## src/rtl/player_motion_anim_if.sv

```systemverilog
// Per-frame control bundle for the player controller: tick and key levels in,
// registered sprite position, facing and animation state out.
interface player_motion_anim_if;
    logic       frame_tick;
    logic       key_left;
    logic       key_right;
    logic       key_jump;
    logic [9:0] PlayerX;
    logic [9:0] PlayerY;
    logic       facing_left;
    logic [1:0] anim_frame;
    logic       airborne;

    modport master (
        output frame_tick, key_left, key_right, key_jump,
        input  PlayerX, PlayerY, facing_left, anim_frame, airborne
    );

    modport slave (
        input  frame_tick, key_left, key_right, key_jump,
        output PlayerX, PlayerY, facing_left, anim_frame, airborne
    );
endinterface

```

## src/rtl/player_motion_anim.sv

```systemverilog
// Player controller: advances position, jump physics and run animation once per
// frame_tick so the renderer sees constant values throughout active video.
module player_motion_anim #(
    parameter int X_START  = 100,
    parameter int Y_GROUND = 400,
    parameter int X_MIN    = 0,
    parameter int X_MAX    = 639,
    parameter int SPRITE_W = 40,
    parameter int X_STEP   = 2,
    parameter int JUMP_VEL = 12,
    parameter int GRAVITY  = 1,
    parameter int ANIM_DIV = 4
) (
    input  logic                 vga_clk,
    input  logic                 Reset,
    player_motion_anim_if.slave  bus
);

    localparam int CNT_W = (ANIM_DIV > 1) ? $clog2(ANIM_DIV) : 1;

    localparam logic signed [11:0] X_LO_S     = 12'(X_MIN);
    localparam logic signed [11:0] X_HI_S     = 12'(X_MAX - SPRITE_W + 1);
    localparam logic signed [11:0] X_STEP_S   = 12'(X_STEP);
    localparam logic signed [11:0] Y_GROUND_S = 12'(Y_GROUND);
    localparam logic signed [11:0] JUMP_VEL_S = 12'(JUMP_VEL);
    localparam logic signed [8:0]  GRAVITY_S  = 9'(GRAVITY);
    localparam logic signed [8:0]  VY_MAX_S   = 9'sd127;

    typedef enum logic [1:0] {
        ST_IDLE = 2'd0,
        ST_RUN  = 2'd1,
        ST_JUMP = 2'd2
    } state_t;

    state_t             state_q, state_d;
    logic [9:0]         x_q, x_d;
    logic [9:0]         y_q, y_d;
    logic signed [7:0]  vy_q, vy_d;
    logic               facing_q, facing_d;
    logic [1:0]         frame_q, frame_d;
    logic [CNT_W-1:0]   cnt_q, cnt_d;
    logic               air_q, air_d;
    logic               jump_prev_q, jump_prev_d;

    logic               dir_valid;
    logic               jump_go;
    logic signed [11:0] x_ext, x_next, x_clamped;
    logic signed [11:0] y_ext, y_sum, y_takeoff;
    logic signed [8:0]  vy_inc;
    logic signed [7:0]  vy_sat;

    assign dir_valid = bus.key_left ^ bus.key_right;
    assign jump_go   = bus.key_jump & ~jump_prev_q;

    // Position and velocity arithmetic is done in 12-bit signed so that
    // under/overflow past the screen edges is visible before clamping.
    always_comb begin
        x_ext  = signed'({2'b00, x_q});
        x_next = bus.key_left ? (x_ext - X_STEP_S) : (x_ext + X_STEP_S);
        if (x_next < X_LO_S) begin
            x_clamped = X_LO_S;
        end else if (x_next > X_HI_S) begin
            x_clamped = X_HI_S;
        end else begin
            x_clamped = x_next;
        end

        y_ext     = signed'({2'b00, y_q});
        y_sum     = y_ext + signed'({{4{vy_q[7]}}, vy_q});
        y_takeoff = y_ext - JUMP_VEL_S;

        vy_inc = signed'({vy_q[7], vy_q}) + GRAVITY_S;
        vy_sat = (vy_inc > VY_MAX_S) ? 8'sd127 : 8'(vy_inc);
    end

    always_comb begin
        // NOTE: every *_d defaults to its *_q first, so no path through the
        // case below leaves a variable unassigned and no latch is inferred.
        state_d     = state_q;
        x_d         = x_q;
        y_d         = y_q;
        vy_d        = vy_q;
        facing_d    = facing_q;
        frame_d     = frame_q;
        cnt_d       = cnt_q;
        air_d       = air_q;
        jump_prev_d = jump_prev_q;

        if (bus.frame_tick) begin
            jump_prev_d = bus.key_jump;

            if (dir_valid) begin
                x_d      = 10'(x_clamped);
                facing_d = bus.key_left;
            end

            unique case (state_q)
                ST_IDLE, ST_RUN: begin
                    if (jump_go) begin
                        state_d = ST_JUMP;
                        y_d     = (y_takeoff < 12'sd0) ? 10'd0 : 10'(y_takeoff);
                        vy_d    = 8'(GRAVITY - JUMP_VEL);
                        frame_d = 2'd1;
                        cnt_d   = '0;
                        air_d   = 1'b1;
                    end else if (!dir_valid) begin
                        state_d = ST_IDLE;
                        frame_d = 2'd0;
                        cnt_d   = '0;
                    end else if (state_q == ST_IDLE) begin
                        state_d = ST_RUN;
                        frame_d = 2'd1;
                        cnt_d   = '0;
                    end else if (cnt_q == CNT_W'(ANIM_DIV - 1)) begin
                        cnt_d   = '0;
                        frame_d = (frame_q == 2'd3) ? 2'd1 : frame_q + 2'd1;
                    end else begin
                        cnt_d   = cnt_q + 1'b1;
                    end
                end

                ST_JUMP: begin
                    if (y_sum >= Y_GROUND_S) begin
                        y_d     = 10'(Y_GROUND);
                        vy_d    = 8'sd0;
                        air_d   = 1'b0;
                        cnt_d   = '0;
                        state_d = dir_valid ? ST_RUN : ST_IDLE;
                        frame_d = dir_valid ? 2'd1 : 2'd0;
                    end else if (y_sum < 12'sd0) begin
                        // Head hit the top of the screen: pin and start falling.
                        y_d  = 10'd0;
                        vy_d = 8'sd0;
                    end else begin
                        y_d  = 10'(y_sum);
                        vy_d = vy_sat;
                    end
                end

                default: begin
                    state_d = ST_IDLE;
                    frame_d = 2'd0;
                    cnt_d   = '0;
                    air_d   = 1'b0;
                end
            endcase
        end
    end

    // NOTE: Reset is synchronous and wins over frame_tick; all state uses
    // non-blocking assignments so every flop samples pre-edge values.
    always_ff @(posedge vga_clk) begin
        if (Reset) begin
            state_q     <= ST_IDLE;
            x_q         <= 10'(X_START);
            y_q         <= 10'(Y_GROUND);
            vy_q        <= 8'sd0;
            facing_q    <= 1'b0;
            frame_q     <= 2'd0;
            cnt_q       <= '0;
            air_q       <= 1'b0;
            jump_prev_q <= 1'b0;
        end else begin
            state_q     <= state_d;
            x_q         <= x_d;
            y_q         <= y_d;
            vy_q        <= vy_d;
            facing_q    <= facing_d;
            frame_q     <= frame_d;
            cnt_q       <= cnt_d;
            air_q       <= air_d;
            jump_prev_q <= jump_prev_d;
        end
    end

    assign bus.PlayerX     = x_q;
    assign bus.PlayerY     = y_q;
    assign bus.facing_left = facing_q;
    assign bus.anim_frame  = frame_q;
    assign bus.airborne    = air_q;

endmodule

```

## src/flat_wrapper.sv

```systemverilog
// flat-port wrapper written by rule: the top's interface ports become plain ports
module player_motion_anim_flat 
#(
    parameter int X_START  = 100,
    parameter int Y_GROUND = 400,
    parameter int X_MIN    = 0,
    parameter int X_MAX    = 639,
    parameter int SPRITE_W = 40,
    parameter int X_STEP   = 2,
    parameter int JUMP_VEL = 12,
    parameter int GRAVITY  = 1,
    parameter int ANIM_DIV = 4
)
  (vga_clk, Reset, bus_frame_tick, bus_key_left, bus_key_right, bus_key_jump, bus_PlayerX, bus_PlayerY, bus_facing_left, bus_anim_frame, bus_airborne);
  player_motion_anim_if bus_i ();
  input  logic vga_clk;
  input  logic Reset;
  input wire logic [$bits(bus_i.frame_tick)-1:0] bus_frame_tick;
  input wire logic [$bits(bus_i.key_left)-1:0] bus_key_left;
  input wire logic [$bits(bus_i.key_right)-1:0] bus_key_right;
  input wire logic [$bits(bus_i.key_jump)-1:0] bus_key_jump;
  output wire logic [$bits(bus_i.PlayerX)-1:0] bus_PlayerX;
  output wire logic [$bits(bus_i.PlayerY)-1:0] bus_PlayerY;
  output wire logic [$bits(bus_i.facing_left)-1:0] bus_facing_left;
  output wire logic [$bits(bus_i.anim_frame)-1:0] bus_anim_frame;
  output wire logic [$bits(bus_i.airborne)-1:0] bus_airborne;
  assign bus_i.frame_tick = bus_frame_tick;
  assign bus_i.key_left = bus_key_left;
  assign bus_i.key_right = bus_key_right;
  assign bus_i.key_jump = bus_key_jump;
  assign bus_PlayerX = bus_i.PlayerX;
  assign bus_PlayerY = bus_i.PlayerY;
  assign bus_facing_left = bus_i.facing_left;
  assign bus_anim_frame = bus_i.anim_frame;
  assign bus_airborne = bus_i.airborne;
  player_motion_anim #(.X_START(X_START), .Y_GROUND(Y_GROUND), .X_MIN(X_MIN), .X_MAX(X_MAX), .SPRITE_W(SPRITE_W), .X_STEP(X_STEP), .JUMP_VEL(JUMP_VEL), .GRAVITY(GRAVITY), .ANIM_DIV(ANIM_DIV)) u_core (.vga_clk(vga_clk), .Reset(Reset), .bus(bus_i));
endmodule
```

## config.mk

```make
export PLATFORM = sky130hd
export DESIGN_NAME = player_motion_anim_flat
export DESIGN_NICKNAME = d
export VERILOG_FILES = /design/src/rtl/player_motion_anim_if.sv /design/src/rtl/player_motion_anim.sv /design/src/flat_wrapper.sv
export SDC_FILE = /design/constraint.sdc
export NUM_CORES = 1
export LEC_CHECK = 0
export CAP_MARGIN = 10
export CORE_MARGIN = 4
export CORE_UTILIZATION = 55
export CTS_CLUSTER_DIAMETER = 200
export CTS_CLUSTER_SIZE = 25
export DETAILED_ROUTE_END_ITERATION = 10
export PLACE_DENSITY = 0.77
export REMOVE_ABC_BUFFERS = 1
export SYNTH_ARGS = -nofsm -noshare
export SYNTH_HDL_FRONTEND = slang
export SYNTH_SLANG_ARGS = --single-unit
export TNS_END_PERCENT = 20
```

## constraint.sdc

```tcl
create_clock -name vga_clk -period 4.2 [get_ports vga_clk]
set_clock_uncertainty 0.1 [all_clocks]
set_input_delay 0.42 -clock vga_clk [delete_from_list [all_inputs] [get_ports vga_clk]]
set_output_delay 0.42 -clock vga_clk [all_outputs]
set_load 0.01 [all_outputs]
```

* Word level (Yosys, flattened, before mapping)
Index checks and enable logic that the tools add are counted.
** Storage, ports and cells
- Register bits after elaboration :: 37
- Bits of input ports :: 6
- Output and inout port bits :: 24
- Word-level logic and storage cells :: 76
** Operators by class
- Add/sub/neg operators :: 7
- Order comparisons :: 6
- Eq/ne operators :: 8
- Muxes and demuxes :: 34
- Bitwise logic cells :: 3
- Reduce and logical (&&, ||, !) cells :: 9
** Operators with widths (number)
- 2-to-1 mux 10 bit :: 6
- less-than comparator 12 x 1 -> 1 bit, second input constant :: 3
- 2-to-1 mux 8 bit :: 4
- 2-to-1 mux 2 bit :: 14
- one-hot mux 10 bit (2 select lines) :: 1
- one-hot mux 8 bit (2 select lines) :: 1
- adder 11 x 8 -> 12 bit :: 1
- greater-or-equal comparator 12 x 10 -> 1 bit, second input constant :: 1
- greater-than comparator 12 x 11 -> 1 bit, second input constant :: 1
- 2-to-1 mux 12 bit :: 1
- one-hot mux 2 bit (2 select lines) :: 3
- AND reduction 3 bit :: 4
- adder 10 x 2 -> 11 bit, second input constant :: 1
- subtractor 10 x 2 -> 11 bit, second input constant :: 1
- subtractor 10 x 4 -> 11 bit, second input constant :: 1
- adder 8 x 2 -> 9 bit, second input constant :: 1
- greater-than comparator 9 x 8 -> 1 bit, second input constant :: 1
- == test 2 bit, second input constant :: 3
- != test 5 bit, second input constant :: 1
- adder 2 x 1 -> 2 bit, second input constant :: 2
- != test 2 x 1 -> 1 bit, second input constant :: 2
- != test 4 bit, second input constant :: 1
- AND reduction 2 bit :: 2
- 2-to-1 mux 1 bit :: 3
- 8 further kinds :: 8

* Logic depth before layout (Yosys ltp)
- Depth in word-level cells :: 7
- Gate-level depth with buffers :: 10
- Mapped depth without buffers :: 9

* Worst setup path before layout
Ideal clock, no wire load.
- Path type :: register -> register
- Start point :: register u_core.y_q[0] (netlist: u_core.bus.PlayerY[0])
- End point :: register u_core.frame_q[0] (netlist: u_core.bus.anim_frame[0])
- Setup time :: 0.123 ns
- Arrival time :: 2.658 ns
- Data required time :: 3.977 ns
- Setup slack :: 1.319 ns
- Cell stages (with the launch flop) :: 10
- Buffers on the path :: 0
- Period minus slack after synthesis :: 2.881 ns
- Cell sequence :: dfxtp_1 -> ha_1 -> fa_1 -> a211oi_2 -> nor2_1 -> xnor2_1 -> o311a_2 -> nor4_2 -> nor3b_2 -> mux2_1
** Between the ends
- Cells in the longest elaborated chain, start to end :: 4
** Ends and longest elaborated chain
- start, declared :: RTL line player_motion_anim.sv:37 : logic [9:0] y_q, y_d;
- start signal, assigned :: RTL line player_motion_anim.sv:156 : y_q <= 10'(Y_GROUND);
- start signal, assigned :: RTL line player_motion_anim.sv:166 : y_q <= y_d;
- adder 11 x 8 -> 12 bit :: RTL line player_motion_anim.sv:69 : y_sum = y_ext + signed'({{4{vy_q[7]}}, vy_q});
- greater-or-equal comparator 12 x 10 -> 1 bit :: RTL line player_motion_anim.sv:123 : if (y_sum >= Y_GROUND_S) begin
- != test 2 x 1 -> 1 bit (no line)
- AND reduction 3 bit (no line)
- end signal, assigned :: RTL line player_motion_anim.sv:169 : frame_q <= frame_d;
- end, declared :: RTL line player_motion_anim.sv:40 : logic [1:0] frame_q, frame_d;
No other way between the ends.
A chain may end at the register's enable or synchronous reset.

* Worst setup path after layout
- Start point :: register u_core.vy_q[0]
- End point :: register u_core.y_q[4] (netlist: u_core.bus.PlayerY[4])
** Between the ends
- Cells in the longest elaborated chain, start to end :: 5
- Elaborated cells on any way between the ends :: 6
- Classes of those cells :: add/sub: 1; order compare: 2; mux: 3
** Ends and longest elaborated chain
- start, declared :: RTL line player_motion_anim.sv:38 : logic signed [7:0] vy_q, vy_d;
- start signal, assigned :: RTL line player_motion_anim.sv:167 : vy_q <= vy_d;
- adder 11 x 8 -> 12 bit * :: RTL line player_motion_anim.sv:69
- less-than comparator 12 x 1 -> 1 bit :: RTL line player_motion_anim.sv:130 : end else if (y_sum < 12'sd0) begin
- 2-to-1 mux 10 bit :: RTL line player_motion_anim.sv:130
- 2-to-1 mux 10 bit * :: RTL line player_motion_anim.sv:123
- one-hot mux 10 bit (2 select lines) * :: RTL line player_motion_anim.sv:97 : unique case (state_q)
Every way passes the cells marked *; elsewhere a longest branch is shown, timed or not.

==> out/results.ini <==
[worst_hold_path]
hold_class=reg -> reg
whs_path_depth=2
min-delay-start=u_core.bus.PlayerY[0]$_SDFFE_PP0P_
holdPathEnd=u_core.bus.PlayerY[0]$_SDFFE_PP0P_

[route]
wl_per_cell_um=16.0
drt_iter0_drc=184
drcViolationCount=0
firstDrtPassIters=5
via_per_inst=6.30
vias=3080
finalWirelength_um=7830
postRouteAntennaNets=0

[clocking]
clock_path_buffers=2
cts_root_buf=clkbuf_8
hold_buffers=0
postCtsSetupRepairBufs=0
cts_buffers=5
insertion_delay_ps=300
ctsResizeCount=0
cts.sinks=36
cts_tree=built
cts_max_level=2
clk_pin_slew_worst_paths_ps=80

[setup_path]
critPathLaunchType=flip-flop
r2r_setup_slack_ps=780
worstRegToRegCells=9
worstSetupPathType=reg -> reg
end_kind=flip-flop
timing.rr.start=u_core.vy_q[0]$_SDFFE_PP0P_
worstPathArrival_ps=3500
critPathMaxFanout=5
crit_required_ps=4280
r2r_end=u_core.bus.PlayerY[4]$_SDFFE_PP1P_

[placement]
dpl_cell_area_mm2=0.00338
port_buffers=28
dp_hpwl_um=5730
pre_cts_ws_ps=950
place_congestion=0.903

[global_route]
overflow=0
antenna_found_initial=0
grt.total_usage_pct=22.7
grt_start_max_net_pins=22
grt_pass1_wl_um=13200
grt_pass1_vias=2825

[yosys]
syn_area_mm2=0.00310
synth_warnings=0
synth-edff-count=0
synth_seq_cells=36
avgSynthCellArea_um2=7.79
synth-seq-area-share_pct=23.2
yosysTopAreaCellShare_pct=23.2
ys_async_sr_fraction_pct=0
syn_inst=398
synthFlopType=dfxtp_1
yosysUniqueCellTypes=71
synth_top_area_cell=dfxtp_1
synth.area.top_cells=dfxtp_1 (23%), ha_1 (7.3%), a21oi_1 (5.6%)

[floorplanning]
die_h_um=83.1
initial_core_util_pct=56.7
rows=27
ioPinCount=30
die-width_um=83.1
die_area_mm2=0.00690
fp.coreArea_mm2=0.00547

[layout]
syn2layout_area_growth_pct=12.6
final_nets=441
layout-drive-gt1-share_pct=8.39
final_area_mm2=0.00349
diodes=0
layout_commonest_cell=nand2_1
final_cell_mix=nand2_1 (41), dfxtp_1 (36), a21oi_1 (35)

[timing]
fin_crit_sh_pct=81.4
slew_viol_final=0
finalHoldViolations=0
fin_crit_ps=3420
fin_ws_ps=780
relSlewSlack_pct=42.1
setup_viol=0
fmaxAchievable_mhz=292
tightestPinTransition_ps=862
tns_ps=0
grt_setup_unrepaired=false
fin_hold_ws_ps=385

[pwr]
p_per_area_mw_per_mm2=303
vdd_drop_max_v=0.000166
leakage_uw=0.00129
p_total_uw=1060

[outcome]
status=finished, final reports clean

[job]
maxCapViolCount=0

[report_power, final]
group	switching, µW	leakage (µW)	internal [µW]
logic	210	0.000945	144
clock network	132	0.0000552	176
registers	35.4	0.000294	361
total	378	0.00129	681
[sequential cells by signal (all words and copies together) (netlist names)]
signal and count:
u_core.cnt_q 2, u_core.bus.PlayerY 10, u_core.vy_q 8, u_core.jump_prev_q 1, u_core.bus.PlayerX 9, u_core.bus.airborne 1
u_core.bus.facing_left 1, u_core.bus.anim_frame 2, u_core.state_q 2
[worst max-delay path by stage]
stage | from | to | slack [ps] | depth (start not counted)
finish | u_core.vy_q[0]$_SDFFE_PP0P_ | u_core.bus.PlayerY[4]$_SDFFE_PP1P_ | 780 | 9
global route | u_core.vy_q[0]$_SDFFE_PP0P_ | u_core.bus.PlayerY[4]$_SDFFE_PP1P_ | 710 | 9
CTS | u_core.vy_q[0]$_SDFFE_PP0P_ | u_core.bus.PlayerY[4]$_SDFFE_PP1P_ | 890 | 9
detailed placement | u_core.vy_q[0]$_SDFFE_PP0P_ | u_core.bus.PlayerY[3]$_SDFFE_PP0P_ | 950 | 9
global placement | u_core.vy_q[0]$_SDFFE_PP0P_ | u_core.bus.PlayerY[4]$_SDFFE_PP1P_ | 980 | 9
floorplan | u_core.bus.PlayerY[0]$_SDFFE_PP0P_ | u_core.bus.PlayerY[4]$_SDFFE_PP1P_ | 1320 | 9
[cells by family after synthesis]
family	Yosys count	synth area share (%)
and+or+nand+nor	162	27.4
AOI/OAI and AO/OA	118	27.9
DFF	36	23.2
buffers and inverters	34	5.13
xor gates and xnor gates	22	6.21
adders and majority gates	19	7.91
muxes	6	2.02
other	1	0.121
[layer usage]
metal	track usage, %	up-vias	routed length, µm
li1	-	1512	-
met1	28.1	1440	3410
met2	37.2	108	3750
met3	5.46	20	480
met4	10.5	0	192
met5	0	-	0
[critical path: stages, from the launching register on]
cell	delay [ps]
dfxtp_1	360
ha_1	220
fa_1	440
a211oi_2	390
nor4b_1	120
a211oi_1	390
xnor2_1	230
o311ai_2	480
nand3_1	200
a221o_1	380
[metrics by stage]
step / instances / util, %
after floorplan: 379 / -
after global placement: 481 / 61.8
after detailed placement: 481 / 61.8
after CTS: 489 / 63.8
after global routing: 489 / 63.8
final: 489 / 63.8
[area by class of cell]
cell class              instances  area (µm²)
fillers                       493        1980
multi-input cells             328        2220
well taps                      72        90.1
repair buffers                 30         295
clock buffers                   6        72.6
inverters                      15        56.3
clock inverters                 2        35.0
flip-flops and latches         36         721
[Yosys cell counts, types with 4 or more instances]
master    count
nand2_1      41
dfxtp_1      36
a21oi_1      35
nor2_1       34
nand3_1      20
ha_1         18
inv_1        15
o21ai_0      15
xnor2_1      14
nor3_1       13
clkbuf_1     10
a31oi_1       9
a211oi_1      8
xor2_1        8
nand2b_1      7
nand4_1       7
or3_1         7
a221o_1       5
nor2b_1       5
a211oi_2      4
buf_2         4
mux2i_1       4
o21a_1        4
o21ai_1       4
Power figures use the tool's default switching activity.
